===== src/rtl/stamp2bcd_time.sv =====
// -----------------------------------------------------------------------------
// stamp2bcd_time
// Converts a seconds count since 2000-01-01 00:00:00 into calendar fields
// (year, month, day, hour, minute, second) as BCD digits. The conversion is
// sequential: a 32-cycle restoring division by 86400 splits days from
// seconds-of-day, then subtractive loops peel off hours, minutes, years and
// months one per cycle. Requests of 100 years or more are rejected with
// range_err.
//
// Ports:
//   clk        - clock
//   rst_n      - asynchronous active-low reset
//   start      - request a conversion of stamp (taken only when idle)
//   stamp      - 64-bit seconds since 2000-01-01 00:00:00
//   busy       - conversion in progress
//   done       - one-cycle pulse, result or error valid
//   range_err  - last request was out of range (held until next done)
//   year_bcd   - four BCD digits, always 20xx
//   month_bcd, day_bcd, hour_bcd, minute_bcd, second_bcd - two BCD digits each
// -----------------------------------------------------------------------------
module stamp2bcd_time (
    input  logic        clk,
    input  logic        rst_n,
    input  logic        start,
    input  logic [63:0] stamp,
    output logic        busy,
    output logic        done,
    output logic        range_err,
    output logic [15:0] year_bcd,
    output logic [7:0]  month_bcd,
    output logic [7:0]  day_bcd,
    output logic [7:0]  hour_bcd,
    output logic [7:0]  minute_bcd,
    output logic [7:0]  second_bcd
);

    // 36525 days * 86400 s: first stamp beyond 2099-12-31 23:59:59
    localparam logic [63:0] STAMP_LIMIT = 64'd3155760000;
    localparam logic [17:0] SEC_PER_DAY = 18'd86400;

    typedef enum logic [2:0] {
        S_IDLE, S_DIV, S_HOUR, S_MIN, S_YEAR, S_MONTH, S_FIN
    } state_t;

    // Double-dabble conversion of a value below 100 into two BCD digits.
    function automatic logic [7:0] bin2bcd8(input logic [6:0] v);
        logic [14:0] sh;
        sh = {8'd0, v};
        for (int i = 0; i < 7; i++) begin
            sh[10:7]  = (sh[10:7]  >= 4'd5) ? sh[10:7]  + 4'd3 : sh[10:7];
            sh[14:11] = (sh[14:11] >= 4'd5) ? sh[14:11] + 4'd3 : sh[14:11];
            sh        = {sh[13:0], 1'b0};
        end
        return sh[14:7];
    endfunction

    // Days in a month (1..12); February depends on the leap flag.
    function automatic logic [15:0] month_len(input logic [3:0] m, input logic leap);
        logic [15:0] len;
        case (m)
            4'd2:                    len = leap ? 16'd29 : 16'd28;
            4'd4, 4'd6, 4'd9, 4'd11: len = 16'd30;
            default:                 len = 16'd31;
        endcase
        return len;
    endfunction

    state_t      r_state;
    logic [4:0]  r_cnt;
    logic [31:0] r_acc;       // dividend/quotient during DIV, remaining days after
    logic [16:0] r_rem;       // division remainder, then seconds left in the day
    logic [4:0]  r_hour;
    logic [5:0]  r_min;
    logic [6:0]  r_year_off;  // years past 2000
    logic [3:0]  r_month;
    logic        r_err_pend;  // out-of-range request seen, report on next cycle

    logic [17:0] w_trial;
    logic        w_div_ge;
    logic [17:0] w_div_rem;
    logic        w_leap;
    logic [15:0] w_ylen;
    logic [15:0] w_mlen;

    // Division step and year/month length lookup for the current iteration.
    always_comb begin
        w_trial   = {r_rem, r_acc[31]};
        w_div_ge  = (w_trial >= SEC_PER_DAY);
        w_div_rem = w_div_ge ? (w_trial - SEC_PER_DAY) : w_trial;
        // Every 4th year is leap across 2000..2099 (2000 itself is leap).
        w_leap    = (r_year_off[1:0] == 2'd0);
        w_ylen    = w_leap ? 16'd366 : 16'd365;
        w_mlen    = month_len(r_month, w_leap);
    end

    // Conversion FSM with registered status and BCD outputs.
    always_ff @(posedge clk or negedge rst_n) begin
        if (!rst_n) begin
            r_state    <= S_IDLE;
            r_cnt      <= 5'd0;
            r_acc      <= 32'd0;
            r_rem      <= 17'd0;
            r_hour     <= 5'd0;
            r_min      <= 6'd0;
            r_year_off <= 7'd0;
            r_month    <= 4'd1;
            r_err_pend <= 1'b0;
            busy       <= 1'b0;
            done       <= 1'b0;
            range_err  <= 1'b0;
            year_bcd   <= 16'h2000;
            month_bcd  <= 8'h01;
            day_bcd    <= 8'h01;
            hour_bcd   <= 8'h00;
            minute_bcd <= 8'h00;
            second_bcd <= 8'h00;
        end else begin
            done <= 1'b0;
            case (r_state)
                S_IDLE: begin
                    if (r_err_pend) begin
                        // Error report takes this cycle; a start here is dropped.
                        r_err_pend <= 1'b0;
                        done       <= 1'b1;
                        range_err  <= 1'b1;
                    end else if (start) begin
                        if (stamp < STAMP_LIMIT) begin
                            r_acc      <= stamp[31:0];
                            r_rem      <= 17'd0;
                            r_cnt      <= 5'd0;
                            r_hour     <= 5'd0;
                            r_min      <= 6'd0;
                            r_year_off <= 7'd0;
                            r_month    <= 4'd1;
                            busy       <= 1'b1;
                            r_state    <= S_DIV;
                        end else begin
                            r_err_pend <= 1'b1;
                        end
                    end else begin
                        r_state <= S_IDLE;
                    end
                end
                S_DIV: begin
                    r_acc <= {r_acc[30:0], w_div_ge};
                    r_rem <= w_div_rem[16:0];
                    r_cnt <= r_cnt + 5'd1;
                    if (r_cnt == 5'd31) begin
                        r_state <= S_HOUR;
                    end else begin
                        r_state <= S_DIV;
                    end
                end
                S_HOUR: begin
                    if (r_rem >= 17'd3600) begin
                        r_rem  <= r_rem - 17'd3600;
                        r_hour <= r_hour + 5'd1;
                    end else begin
                        r_state <= S_MIN;
                    end
                end
                S_MIN: begin
                    if (r_rem >= 17'd60) begin
                        r_rem <= r_rem - 17'd60;
                        r_min <= r_min + 6'd1;
                    end else begin
                        r_state <= S_YEAR;
                    end
                end
                S_YEAR: begin
                    if (r_acc[15:0] >= w_ylen) begin
                        r_acc[15:0] <= r_acc[15:0] - w_ylen;
                        r_year_off  <= r_year_off + 7'd1;
                    end else begin
                        r_state <= S_MONTH;
                    end
                end
                S_MONTH: begin
                    if (r_acc[15:0] >= w_mlen) begin
                        r_acc[15:0] <= r_acc[15:0] - w_mlen;
                        r_month     <= r_month + 4'd1;
                    end else begin
                        r_state <= S_FIN;
                    end
                end
                S_FIN: begin
                    year_bcd   <= {8'h20, bin2bcd8(r_year_off)};
                    month_bcd  <= bin2bcd8({3'd0, r_month});
                    day_bcd    <= bin2bcd8(r_acc[6:0] + 7'd1);
                    hour_bcd   <= bin2bcd8({2'd0, r_hour});
                    minute_bcd <= bin2bcd8({1'b0, r_min});
                    second_bcd <= bin2bcd8(r_rem[6:0]);
                    range_err  <= 1'b0;
                    done       <= 1'b1;
                    busy       <= 1'b0;
                    r_state    <= S_IDLE;
                end
                default: begin
                    busy    <= 1'b0;
                    r_state <= S_IDLE;
                end
            endcase
        end
    end

endmodule


===== config.mk =====
export PLATFORM = sky130hd
export DESIGN_NAME = stamp2bcd_time
export DESIGN_NICKNAME = d
export VERILOG_FILES = /design/src/rtl/stamp2bcd_time.sv
export SDC_FILE = /design/constraint.sdc
export NUM_CORES = 1
export LEC_CHECK = 0
export ABC_CLOCK_PERIOD_IN_PS = 12700
export BUFFER_PORTS_ARGS = -buffer_cell sky130_fd_sc_hd__buf_2
export CAP_MARGIN = 20
export CORE_ASPECT_RATIO = 0.9
export CORE_MARGIN = 4
export CORE_UTILIZATION = 58
export DETAILED_ROUTE_END_ITERATION = 8
export PLACE_DENSITY_LB_ADDON = 0.3
export SYNTH_ARGS = -nofsm -noshare
export SYNTH_HDL_FRONTEND = slang
export SYNTH_SLANG_ARGS = --single-unit
export TNS_END_PERCENT = 20

===== constraint.sdc =====
create_clock -name clk -period 12.7 [get_ports clk]
set_input_delay 0.635 -clock clk [delete_from_list [all_inputs] [get_ports clk]]
set_output_delay 0.635 -clock clk [all_outputs]
set_load 0.1 [all_outputs]

== After elaboration in Yosys (flattened, before gate mapping) ==
Cells that the tools add are included.

* Equality and inequality tests: 25
* Multiplexer cells: 79
* Order comparisons: 27
* Reductions and logical operators: 22
* Add/subtract/negate cells: 32
* Bitwise gates (word level): 1

{| class="wikitable"
|+ Operator list
! kind !! number
|-
| $mux 17 || 6
|-
| $mux 32 || 3
|-
| $mux 4 || 22
|-
| $pmux 17 s4 || 1
|-
| $lt 64x32->1 const B || 1
|-
| $pmux 16 s4 || 1
|-
| $add 4x2->4 const B || 12
|-
| $ge 4x3->1 const B || 12
|-
| $mux 16 || 2
|-
| $pmux 16 s2 || 1
|-
| $mux 3 || 10
|-
| $mux 7 || 4
|-
| $ge 3x3->1 const B || 9
|-
| $add 3x2->4 const B || 6
|-
| $mux 6 || 4
|-
| $ne 2x2->1 const B || 12
|-
| $mux 5 || 4
|-
| $pmux 5 s2 || 2
|-
| $reduce_and 5->1 || 4
|-
| $ge 18x17->1 const B || 1
|-
| $pmux 3 s6 || 1
|-
| $reduce_and 6->1 || 3
|-
| $ge 17x12->1 const B || 1
|-
| $ge 17x6->1 const B || 1
|-
| 36 further kinds || 63
|}

* Register bits after elaboration: 125
* Output and inout bits: 59
* Logic and storage cells: 205

== Depth between registers and ports, before layout ==
Gate-level depths: netlist of the first run.

* Depth in word-level cells: 9
* Gate-level depth with buffers: 21

== Worst setup path before layout of the first run ==
Ideal clock, no wire load.

* Kind: reg-to-reg
* Start point: register r_acc[1]
* End point: register day_bcd[4]
* Required time: 12.605 ns
* Stages on the path, launching flop included: 19
* Arrival time: 3.914 ns
* Period minus slack after synthesis: 4.009 ns
* Path buffers: 1
* Setup slack: 8.691 ns
* Cells stage by stage: dfrtp_1 ha_1 clkbuf_1 and3_1 xnor2_1 ha_1 a21o_1 a22o_1 a211oi_1 o211ai_1 and2_1 ha_1 nand2b_1 nor3_1 o311ai_0 o311ai_0 a211o_1 o31a_1 o31ai_1

* Cells in the longest elaborated chain, start to end: 9
* Elaborated cells on any way between the ends: 13

{| class="wikitable"
|+ RTL lines
! element !! RTL line !! RTL
|-
| from (decl) || 70 || <nowiki>logic [31:0] r_acc;</nowiki>
|-
| from (signal assigned) || 128 || <nowiki>r_acc <= stamp[31:0];</nowiki>
|-
| from (signal assigned) || 145 || <nowiki>r_acc <= {r_acc[30:0], w_div_ge};</nowiki>
|-
| from (signal assigned) || 172 || <nowiki>r_acc[15:0] <= r_acc[15:0] - w_ylen;</nowiki>
|-
| $add 7x1->7 * || 189 || <nowiki>day_bcd <= bin2bcd8(r_acc[6:0] + 7'd1);</nowiki>
|-
| $add 3x2->4 or $ge 3x3->1 (tied branches) || 50 || <nowiki>sh[10:7] = (sh[10:7] >= 4'd5) ? sh[10:7] + 4'd3 : sh[10:7];</nowiki>
|-
| $mux 4 || 50 ||
|-
| $add 4x2->4 or $ge 4x3->1 (tied branches) || 50 ||
|-
| $mux 4 || 50 ||
|-
| $add 4x2->4 or $ge 4x3->1 (tied branches) || 50 ||
|-
| $mux 4 || 50 ||
|-
| $add 4x2->4 or $ge 4x3->1 (tied branches) || 50 ||
|-
| $mux 4 * || 50 ||
|-
| to (signal assigned) || 189 ||
|-
| to (decl) || 31 || <nowiki>output logic [7:0] day_bcd,</nowiki>
|}

Mark *: on every way between the ends. The rest lies on a longest branch, timed or not.
A chain may end at the register's enable or synchronous reset.

== Worst setup path in the final report of the first run ==
Ends and elaborated chain as after synthesis.

==> results by group, run 1 <==
Run status
  – Result of the run: completed

STA
  – RSZ-0062 raised after global routing: no
  – Final count of hold timing violations: 0
  – Total setup violations reported at the end of the flow: 0
  – Minimum period implied by the final worst setup slack: 4.69 ns
  – Slew of the pin with the lowest slew margin: 0.950 ns
  – Final max-slew violation count: 0
  – Post-Route Skew: 0.00829 ns
  – Post-route worst hold slack: 0.327 ns
  – Sum of negative setup slack: 0 ns
  – Final critical-path share of the clock period: 36.9%
  – Upper clock frequency limit: 0.213 GHz
  – Slew headroom: 36.2%

Global route
  – Number of global-route vias before repair: 8288
  – Overflow left after global routing: 0
  – Wire length of the first global-routing pass: 40500 um
  – Global-route total usage across every layer: 26.4%
  – Antenna violations before repair: 0
  – Pin count of the biggest net entering global routing: 78

Final layout
  – Final instance area: 0.0108 sq mm
  – Layout-stage area growth over the synthesis result: 12.1%
  – Diodes inserted: 0
  – Fin cells: 1467
  – Final #Nets: 1378
  – Share of layout cells above drive strength 1: 14.8%
  – Layout fillers: 1336

Placement
  – DPL Wire Length: 17200 um
  – Post-placement cell area: 0.0102 sq mm
  – Placer congestion estimate: 0.925
  – Count of placed standard cells including taps: 1435
  – PortBufs: 111

Power
  – Cell area power density: 311 mW/mm^2
  – Pleak: 4.92 nW
  – Peak supply drop: 0.264 mV

Detailed routing
  – Via count: 9081
  – First DRT Iteration DRCs: 862
  – Detailed-routing iteration count for the pre-antenna-repair pass: 6
  – Total wirelength of the detailed-routed design: 24600 um
  – DRC violations left: 0
  – Routed wire per std cell: 16.8 um
  – Count of antenna-violating nets left after detailed routing: 0
  – Post-detailed-route via-to-cell ratio: 6.19

Clock network
  – Number of CTS-inserted buffers: 17
  – Buffer levels on the longest clock path: 2
  – Clock latency on the worst-skew pair: 0.43 ns
  – Count of clock tree sinks: 125
  – Maximum level of the CTS H-tree: 4
  – Cts repair resizes: 0
  – Clock slew at the register clock pins of the worst setup and hold paths: 0.06 ns
  – CTS tree: done
  – CTS Hold Bufs: 0
  – Library cell used as clock root buffer: clkbuf_16
  – Setup repair bufs after CTS: 0

Logic synthesis
  – Proportion of netlist area held by the largest area contributor: 31.7%
  – Commonest cells in the netlist: o21ai_0 (149), nand2_1 (129), dfrtp_1 (122), nor2_1 (86), ha_1 (62)
  – Synthesis Warnings: 0
  – Most numerous cell in the Yosys netlist: o21ai_0
  – Cell type with the highest aggregate area in the netlist: dfrtp_1
  – Top cells by area in the synthesized netlist: dfrtp_1 (32%), ha_1 (8.1%), o21ai_0 (7.8%)
  – Part of the Yosys area used for sequential elements: 32.6%
  – Area of the mapped netlist: 0.00962 sq mm
  – Distinct cell type count after synthesis: 81
  – Flip-flop and latch count after synthesis: 125
  – Leading register cell type out of synthesis: dfrtp_1
  – Mean cell area of the mapped netlist: 8.19 sq um
  – EDFF count, synth: 0
  – Number of instances in the synthesized netlist: 1175
  – Synth async-reset ratio: 100%

Critical path
  – Maximum fanout along the worst path: 14
  – CP Cell Sequence: ha_1, and3_1, xnor2_1, ha_1, a21o_1, a22o_1, a211oi_1, o211ai_1, and2_1, ha_1, nand2b_1, nor3_1, o311ai_0, o311ai_0, a211o_1, o31a_1, o31ai_1
  – Sort of element at the start of the critical path: register
  – Startpoint of the most critical register-to-register path: r_acc[1]$_DFFE_PN0P_
  – Critical Path Slowest Stage Cell: a211oi_1
  – Cell family with most CP delay: compound AO/OA/AOI/OAI gates
  – Largest stage delay, worst path: 0.64 ns
  – CP Data Required Time: 13.03 ns
  – Signal arrival time at the worst endpoint: 5.02 ns
  – Bufs and invs on worst path: 0
  – Reg2Reg Setup Slack: 8.01 ns
  – Worst Setup End Kind: register
  – Startpoint-to-endpoint class of the critical path: register to register
  – Most repeated library cell on the critical path: ha_1
  – Reg2Reg Capture Point: day_bcd[4]$_DFFE_PN0P_
  – Reg2Reg Depth: 17

Floorplan
  – Num rows: 44
  – Chip Width: 144 um
  – Y dimension of the die: 130 um
  – Floorplan core area: 0.0162 sq mm
  – Initial core utilization: 59.4%
  – Die ar.: 0.0187 sq mm
  – I/O pins: 126

Worst hold path
  – Hold/Removal Path Class: input port to async pin

Job
  – Number of max-cap violations: 0
[cells by family (layout without fill, tap and decap cells)]
kind of cell | Yosys count | after routing | share of synthesized area (%)
adders and majority gates | 64 | 64 | 8.48
and+or+nand+nor | 379 | 379 | 18.7
xor gates and xnor gates | 38 | 38 | 3.46
buffers and inverters | 138 | 211 | 5.96
muxes | 48 | 48 | 5.16
other | 2 | 14 | 0.0781
DFF | 125 | 125 | 32.6
AOI/OAI and AO/OA | 381 | 381 | 25.6
[placed cells by master, fill, tap and decap left out, types with 5 or more instances in the layout]
master       n
o21ai_0    149
nand2_1    129
dfrtp_1    122
buf_2      110
nor2_1      86
ha_1        62
inv_1       56
a21oi_1     55
mux2i_1     35
xnor2_1     33
nor3_1      32
nand3_1     22
nor4_1      17
clkbuf_16   17
a22o_1      14
nand4_1     14
o22ai_1     14
conb_1      14
mux2_2      13
nand2b_1    13
o211ai_1    13
a31oi_1     13
or3_1       13
and3_1      12
nor2b_1     12
o21a_1      11
a22oi_1     10
o31ai_1     10
buf_4       10
a21o_1       8
a21boi_0     7
and2_1       6
a211oi_1     6
a221oi_1     6
xor2_1       5
inv_6        5
[through the flow]
stage	utilization, %	setup slack [ns]	power (mW)
detailed placement	63.2	8.07	2.85
global route	66.6	7.68	3.62
finish	66.6	8.01	3.35
floorplan	-	8.69	2.43
CTS	66.6	8.06	3.34
global placement	63.2	8.23	2.80
[area by class of cell]
type	instances	area (sq um)	area share, %
Clock inverter	15	138	1.28
Clock buffer	17	425	3.94
Multi-Input combinational cell	924	5990	55.5
Sequential cell	125	3130	29.0
Timing Repair Buffer	120	626	5.80
Inverter	59	221	2.05
Tap cell	207	259	2.40
[layer usage]
metal  GRT usage, %  share of wire [%]
met5              0                  0
met4           6.81                1.3
met3           4.91                8.0
met2           42.0                 46
met1           37.4                 44
[where the power goes]
part / internal [mW] / leakage, nW / switching (mW)
sequential: 0.550 / 1.59 / 0.204
clock: 0.271 / 0.271 / 0.198
combinational: 0.749 / 3.06 / 1.38
[how the worst max path moves through the flow]
stage                    startpoint                      to  slack, ns  cells past startpoint
6_report       r_acc[1]$_DFFE_PN0P_  day_bcd[4]$_DFFE_PN0P_       8.01                     17
5_1_grt        r_acc[1]$_DFFE_PN0P_  day_bcd[4]$_DFFE_PN0P_       7.68                     17
4_1_cts        r_acc[1]$_DFFE_PN0P_  day_bcd[4]$_DFFE_PN0P_       8.06                     17
3_5_place_dp   r_acc[1]$_DFFE_PN0P_  day_bcd[4]$_DFFE_PN0P_       8.07                     17
3_3_place_gp   r_acc[1]$_DFFE_PN0P_  day_bcd[4]$_DFFE_PN0P_       8.23                     17
2_1_floorplan  r_acc[1]$_DFFE_PN0P_  day_bcd[4]$_DFFE_PN0P_       8.69                     18
[flip-flops by register name, summed over array words and instances, names as in the netlist, 3 cells and up]
| signal | count |
|---|---|
| day_bcd | 8 |
| year_bcd | 8 |
| r_year_off | 7 |
| r_cnt | 5 |
| r_state | 3 |
| hour_bcd | 6 |
| r_min | 6 |
| month_bcd | 5 |
| minute_bcd | 7 |
| r_month | 4 |
| r_hour | 5 |
| r_acc | 32 |
| r_rem | 17 |
| second_bcd | 8 |
(Power assumes the default switching activity.)
==> run 2, diff against run 1 <==
--- a/config.mk
+++ b/config.mk
@@ -5,7 +5,7 @@
 export SDC_FILE = /design/constraint.sdc
 export NUM_CORES = 1
 export LEC_CHECK = 0
-export ABC_CLOCK_PERIOD_IN_PS = 12700
+export ABC_CLOCK_PERIOD_IN_PS = 4800
 export BUFFER_PORTS_ARGS = -buffer_cell sky130_fd_sc_hd__buf_2
 export CAP_MARGIN = 20
 export CORE_ASPECT_RATIO = 0.9
==> constraint.sdc (replaced) <==
create_clock -name clk -period 4.8 [get_ports clk]
set_input_delay 0.24 -clock clk [delete_from_list [all_inputs] [get_ports clk]]
set_output_delay 0.24 -clock clk [all_outputs]
set_load 0.1 [all_outputs]
==> run 2 against run 1 <==
  * Final cell count rose by 0.82%
  * Global-route usage rose by 1.3 points
  * Hold slack got worse by 0.22 ns
  * Flip-flop and latch count did not move
  * Clock skew fell by 0.0014 ns
  * Die area did not move
  * Via count rose by 1.3%
  * Non-clock buffer count rose by 12
  * Highest routed layer unchanged
==> results by group, run 2 (synthesis results as in run 1) <==
Run status
  – Result of the run: completed

Detailed routing
  – Detailed-routing iteration count for the pre-antenna-repair pass: 7
  – Via count: 9203
  – Total wirelength of the detailed-routed design: 25600 um
  – Post-detailed-route via-to-cell ratio: 6.22
  – DRC violations left: 0
  – Routed wire per std cell: 17.3 um
  – First DRT Iteration DRCs: 1046
  – Count of antenna-violating nets left after detailed routing: 0

Final layout
  – Final #Nets: 1390
  – Commonest cells after routing, fill and taps aside: o21ai_0 (149), nand2_1 (129), dfrtp_1 (122)
  – Register bank with the most flops: r_acc
  – Diodes inserted: 0
  – Layout-stage area growth over the synthesis result: 13.7%
  – Layout fillers: 1331
  – Regs by FF count: r_acc: 32 flops, r_rem: 17 flops
  – Most common cell after layout, fill and taps aside: o21ai_0
  – Largest register FFs: 32
  – Share of layout cells above drive strength 1: 15.6%

Placement
  – PortBufs: 111
  – Post-placement setup slack: 0.483 ns
  – Placer congestion estimate: 0.940
  – DPL Wire Length: 17900 um

Floorplan
  – Initial core utilization: 59.4%
  – I/O pins: 126
  – Die ar.: 0.0187 sq mm
  – Chip Width: 144 um
  – Floorplan core area: 0.0162 sq mm
  – Num rows: 44
  – Y dimension of the die: 130 um

Power
  – Comb pwr share: 63.4%
  – Switching power total: 4.78 mW
  – Portion of total power attributed to sequential cells: 21.7%
  – Pleak: 5.01 nW
  – Switching power as a share of total power: 52.7%
  – Design internal power: 4.28 mW
  – Cell area power density: 829 mW/mm^2
  – Peak supply drop: 0.527 mV
  – Clock share of power: 15.0%

STA
  – Final count of hold timing violations: 0
  – Post-Route Skew: 0.00684 ns
  – Minimum period implied by the final worst setup slack: 4.42 ns
  – Total setup violations reported at the end of the flow: 0
  – RSZ-0062 raised after global routing: no
  – Final max-slew violation count: 0
  – Slew headroom: 36.2%
  – Sum of negative setup slack: 0 ns
  – Setup slack of the critical path after layout: 0.379 ns
  – Upper clock frequency limit: 0.226 GHz
  – Slew of the pin with the lowest slew margin: 0.953 ns
  – Final critical-path share of the clock period: 92.1%

Global route
  – Global-route total usage across every layer: 27.8%
  – Number of global-route vias before repair: 8551
  – Pin count of the biggest net entering global routing: 58
  – Antenna violations before repair: 0
  – Overflow left after global routing: 0
  – Wire length of the first global-routing pass: 42400 um

Clock network
  – Maximum level of the CTS H-tree: 4
  – Clock slew at the register clock pins of the worst setup and hold paths: 0.06 ns
  – Buffer levels on the longest clock path: 2
  – CTS tree: done
  – Number of CTS-inserted buffers: 17
  – Count of clock tree sinks: 125
  – Clock latency on the worst-skew pair: 0.43 ns
  – Library cell used as clock root buffer: clkbuf_16

Worst hold path
  – Hold/Removal Path Class: input port to register

Critical path
  – Maximum fanout along the worst path: 12
  – Startpoint-to-endpoint class of the critical path: register to register
  – Worst Setup End Kind: register
  – CP Data Required Time: 5.14 ns
  – Sort of element at the start of the critical path: register
  – Signal arrival time at the worst endpoint: 4.76 ns

Job
  – Number of max-cap violations: 0
==> run 2: changes by cell type in the layout (fill, tap and decap cells not counted), sizes merged <==
cell         delta
buf            +11
bufinv          +1
clkbuf          +1
clkinv          -4
clkinvlp        -2
dlygate4sd3     +1
inv             +4
==> run 2: layout make-up <==
type                       count  area, sq um  share of cell area, %
tap                          207          259                   2.37
clock inverter                14          171                   1.57
multi-input combinational    924         5990                   54.8
timing repair buffer         132          718                   6.57
clock buffer                  18          439                   4.02
sequential                   125         3130                   28.6
inverter                      59          221                   2.03
==> run 2: path summary, 6_finish.rpt <==
check	from	to	slack [ns]	depth (start not counted)
setup / recovery	r_acc[0]$_DFFE_PN0P_	day_bcd[4]$_DFFE_PN0P_	0.38	17
hold / removal	stamp[3]	r_acc[3]$_DFFE_PN0P_	0.11	3
max in group asynchronous	rst_n	r_month[1]$_DFFE_PN0P_	3.41	3
min in group asynchronous	rst_n	r_rem[10]$_DFFE_PN0P_	0.28	2
setup reg to reg	r_acc[0]$_DFFE_PN0P_	day_bcd[4]$_DFFE_PN0P_	0.38	17
hold reg to reg	hour_bcd[0]$_DFFE_PN0P_	hour_bcd[0]$_DFFE_PN0P_	0.47	2
==> run 2: power groups by stage <==
stage / Combinational (mW) / Clock (mW) / Sequential, mW
finish: 5.75 / 1.36 / 1.97
global route: 6.34 / 1.42 / 2.02
CTS: 5.68 / 1.37 / 1.94
detailed placement: 5.62 / 0 / 1.95
global placement: 5.51 / 0 / 1.94
floorplan: 3.87 / 0 / 2.56
==> run 2: critical path, stage by stage, from the launching register on <==
cell and delay (ns):
dfrtp_1 0.57, ha_1 0.41, and3_1 0.30, xnor2_1 0.15, ha_1 0.28, a22o_1 0.21
a21oi_1 0.30, o22ai_1 0.20, o211ai_1 0.29, and2_1 0.23, ha_1 0.18, nand2b_1 0.14
nor3_1 0.05, o311ai_0 0.10, o311ai_0 0.18, a211o_1 0.30, o31a_1 0.25, o31ai_1 0.18
==> run 2: stage by stage <==
step | hold WS [ns] | power [mW] | util [%] | area (sq um) | instances
3_3_place_gp | 0.201 | 7.45 | 63.7 | 10300 | 1446
5_1_grt | 0.121 | 9.79 | 67.5 | 10900 | 1479
3_5_place_dp | 0.209 | 7.57 | 63.7 | 10300 | 1446
6_report | 0.112 | 9.07 | 67.5 | 10900 | 1479
2_1_floorplan | -0.0556 | 6.43 | - | 9660 | 1187
4_1_cts | 0.102 | 8.99 | 67.5 | 10900 | 1479
==> run 2: per-layer routing <==
| layer | vias up | routed length, um | GRT usage [%] |
|---|---|---|---|
| li1 | 4420 | - | - |
| met1 | 4321 | 11200 | 39.5 |
| met2 | 416 | 11900 | 43.4 |
| met3 | 46 | 2210 | 5.53 |
| met4 | 0 | 366 | 7.81 |
| met5 | - | 0 | 0 |
==> run 2: timing repair <==
action                     in CTS  in global routing
hold buffers                    1                  0
hold endpoints to repair       28                  0
buffers inserted                0                  0
setup endpoints to repair       0                  1
resized for setup               0                  1
==> run 3, diff against run 2 <==
--- a/config.mk
+++ b/config.mk
@@ -5,6 +5,7 @@
 export SDC_FILE = /design/constraint.sdc
 export NUM_CORES = 1
 export LEC_CHECK = 0
+export ABC_AREA = 1
 export ABC_CLOCK_PERIOD_IN_PS = 4800
 export BUFFER_PORTS_ARGS = -buffer_cell sky130_fd_sc_hd__buf_2
 export CAP_MARGIN = 20
==> run 3 against run 2 <==
  * Clock skew is essentially flat
  * Non-clock buffer count fell by 12
  * Final cell count rose by 15%
  * Core utilization is 0.40 points higher
==> results by group, run 3 <==
Floorplan
  – Chip Width: 145 um
  – Die ar.: 0.0189 sq mm
  – Floorplan core area: 0.0163 sq mm
  – Num rows: 44
  – I/O pins: 126
  – Initial core utilization: 59.8%
  – Y dimension of the die: 131 um

STA
  – Total setup violations reported at the end of the flow: 0
  – RSZ-0062 raised after global routing: no
  – Post-route worst hold slack: 0.0954 ns
  – Slew of the pin with the lowest slew margin: 1.06 ns
  – Final critical-path share of the clock period: 81.0%
  – Upper clock frequency limit: 0.257 GHz
  – Slew headroom: 29.3%
  – Final count of hold timing violations: 0
  – Minimum period implied by the final worst setup slack: 3.89 ns
  – Post-Route Skew: 0.00676 ns
  – Final max-slew violation count: 0
  – Setup slack of the critical path after layout: 0.911 ns
  – Sum of negative setup slack: 0 ns

Global route
  – Wire length of the first global-routing pass: 41600 um
  – Antenna violations before repair: 1
  – Pin count of the biggest net entering global routing: 80
  – Overflow left after global routing: 0
  – Global-route total usage across every layer: 26.8%
  – Number of global-route vias before repair: 8906

Final layout
  – Regs by FF count: r_acc: 32 flops, r_rem: 17 flops
  – Register bank with the most flops: r_acc
  – Most common cell after layout, fill and taps aside: nand2_1
  – Largest register FFs: 32
  – Final #Nets: 1609
  – Final instance area: 0.0111 sq mm
  – Footprint of the multi-input gates: 0.00566 sq mm
  – Share of layout cells above drive strength 1: 16.5%
  – Fin cells: 1699
  – Layout-stage area growth over the synthesis result: 13.6%
  – Commonest cells after routing, fill and taps aside: nand2_1 (311), inv_1 (163), o21ai_0 (138)
  – Layout fillers: 1383
  – Area occupied by registers: 0.00313 sq mm

Critical path
  – Reg2Reg Capture Point: day_bcd[5]$_DFFE_PN0P_
  – Startpoint of the most critical register-to-register path: r_acc[1]$_DFFE_PN0P_
  – Setup crit start: r_acc[1]$_DFFE_PN0P_
  – Largest stage delay, worst path: 0.48 ns
  – Signal arrival time at the worst endpoint: 4.25 ns
  – Startpoint-to-endpoint class of the critical path: register to register
  – Maximum fanout along the worst path: 7
  – Sort of element at the start of the critical path: register
  – Reg2Reg Setup Slack: 0.91 ns
  – Worst Setup End Kind: register
  – Endpoint of the worst setup timing path: day_bcd[5]$_DFFE_PN0P_
  – Reg2Reg Depth: 28
  – Critical Path Slowest Stage Cell: dfrtp_1
  – CP Data Required Time: 5.16 ns
  – Most repeated library cell on the critical path: nand2_1

Job
  – Number of max-cap violations: 0

Logic synthesis
  – Complex-gate fraction of the synthesized area: 18.6%
  – Commonest cells in the netlist: nand2_1 (311), inv_1 (164), o21ai_0 (138), dfrtp_1 (122), nor2_1 (101)
  – Top cells by area in the synthesized netlist: dfrtp_1 (31%), nand2_1 (12%), ha_1 (8.0%)
  – Leading register cell type out of synthesis: dfrtp_1
  – Synth async-reset ratio: 100%
  – Post-synthesis simple-gate area fraction: 28.0%
  – Flip-flop and latch count after synthesis: 125
  – Area of the mapped netlist: 0.00974 sq mm
  – Part of the Yosys area used for sequential elements: 32.1%
  – Synthesis Warnings: 0
  – Most numerous cell in the Yosys netlist: nand2_1
  – Xor and xnor area share after synthesis: 2.49%
  – Main combinational cell family by area after synthesis: simple AND/OR/NAND/NOR gates
  – Number of instances in the synthesized netlist: 1378
  – Distinct cell type count after synthesis: 60
  – Fraction of synthesized area in multiplexers: 0%
  – EDFF count, synth: 0
  – Mean cell area of the mapped netlist: 7.07 sq um
  – Arithmetic-cell share of the synthesized area counting full adders, half adders and majority gates: 8.37%
  – Proportion of netlist area held by the largest area contributor: 31.3%
  – Cell type with the highest aggregate area in the netlist: dfrtp_1

Clock network
  – Setup repair bufs after CTS: 0
  – Buffer levels on the longest clock path: 2
  – Clock latency on the worst-skew pair: 0.42 ns
  – Clock slew at the register clock pins of the worst setup and hold paths: 0.06 ns
  – Number of CTS-inserted buffers: 17
  – Count of clock tree sinks: 125
  – Library cell used as clock root buffer: clkbuf_16
  – Maximum level of the CTS H-tree: 4
  – CTS tree: done

Placement
  – Post-placement cell area: 0.0104 sq mm
  – Count of placed standard cells including taps: 1664
  – PortBufs: 111
  – DPL Wire Length: 17600 um
  – Post-placement setup slack: 1.03 ns
  – Placer congestion estimate: 0.958

Power
  – Cell area power density: 802 mW/mm^2
  – Pleak: 5.57 nW
  – Peak supply drop: 0.474 mV

Detailed routing
  – Total wirelength of the detailed-routed design: 24500 um
  – Routed wire per std cell: 14.4 um
  – Count of antenna-violating nets left after detailed routing: 0
  – Detailed-routing iteration count for the pre-antenna-repair pass: 6
  – DRC violations left: 0
  – Post-detailed-route via-to-cell ratio: 5.64
  – Via count: 9574
  – First DRT Iteration DRCs: 835

Run status
  – Result of the run: completed

Worst hold path
  – Hold/Removal Path Class: input port to register
-- run 3: layer usage --
layer  vias up  wire length, um  GRT usage [%]
li1       4756                -              -
met1      4413            10800           36.6
met2       374            11700           43.9
met3        31             1690           5.60
met4         0              312           6.64
met5         -                0              0
-- run 3: how the worst min path moves through the flow --
stage | startpoint | endpoint | cells after the start
after floorplan | rst_n | busy$_DFFE_PN0P_ | 0
after global placement | minute_bcd[0]$_DFFE_PN0P_ | minute_bcd[0]$_DFFE_PN0P_ | 2
after detailed placement | year_bcd[2]$_DFFE_PN0P_ | year_bcd[2]$_DFFE_PN0P_ | 2
after CTS | rst_n | r_rem[16]$_DFFE_PN0P_ | 1
after global routing | stamp[2] | r_acc[2]$_DFFE_PN0P_ | 3
final | stamp[2] | r_acc[2]$_DFFE_PN0P_ | 3
-- run 3: area by class of cell --
cell class,count,share of cell area (%)
repair buffers,120,5.85
flip-flops and latches,125,28.3
well taps,207,2.34
inverters,189,6.43
multi-input cells,1025,51.1
clock buffers,22,4.28
diodes,1,0.0226
clock inverters,10,1.67
-- run 3: power breakdown --
part	total, mW	switching, mW	internal (mW)	leakage [nW]
registers	1.91	0.428	1.48	1.61
logic	5.53	4.03	1.50	3.64
clock network	1.45	0.484	0.963	0.320
total	8.88	4.94	3.94	5.57
-- run 3: through the flow --
stage          util, %  total power [mW]
2_1_floorplan        -              6.28
3_3_place_gp      63.7              7.18
3_5_place_dp      63.7              7.33
4_1_cts           67.7              8.84
5_1_grt           68.0              9.67
6_report          68.0              8.88
-- run 3: critical path: cells and delay by family, from the launching register on --
| kind | cells | cell delay (ns) |
|---|---|---|
| AOI/OAI and AO/OA | 1 | 0.21 |
| adders and majority gates | 4 | 0.88 |
| buffers and inverters | 6 | 0.48 |
| DFF | 1 | 0.48 |
| and+or+nand+nor | 17 | 1.76 |
-- run 3: timing repair --
item	4_1_cts	5_1_grt
resized for setup	0	0
hold endpoints to repair	0	32
hold buffers	0	1
-- run 3: logic make-up after synthesis --
family,after synthesis
adders and majority gates,64
and+or+nand+nor,611
other,2
AOI/OAI and AO/OA,310
DFF,125
xor gates and xnor gates,26
buffers and inverters,240
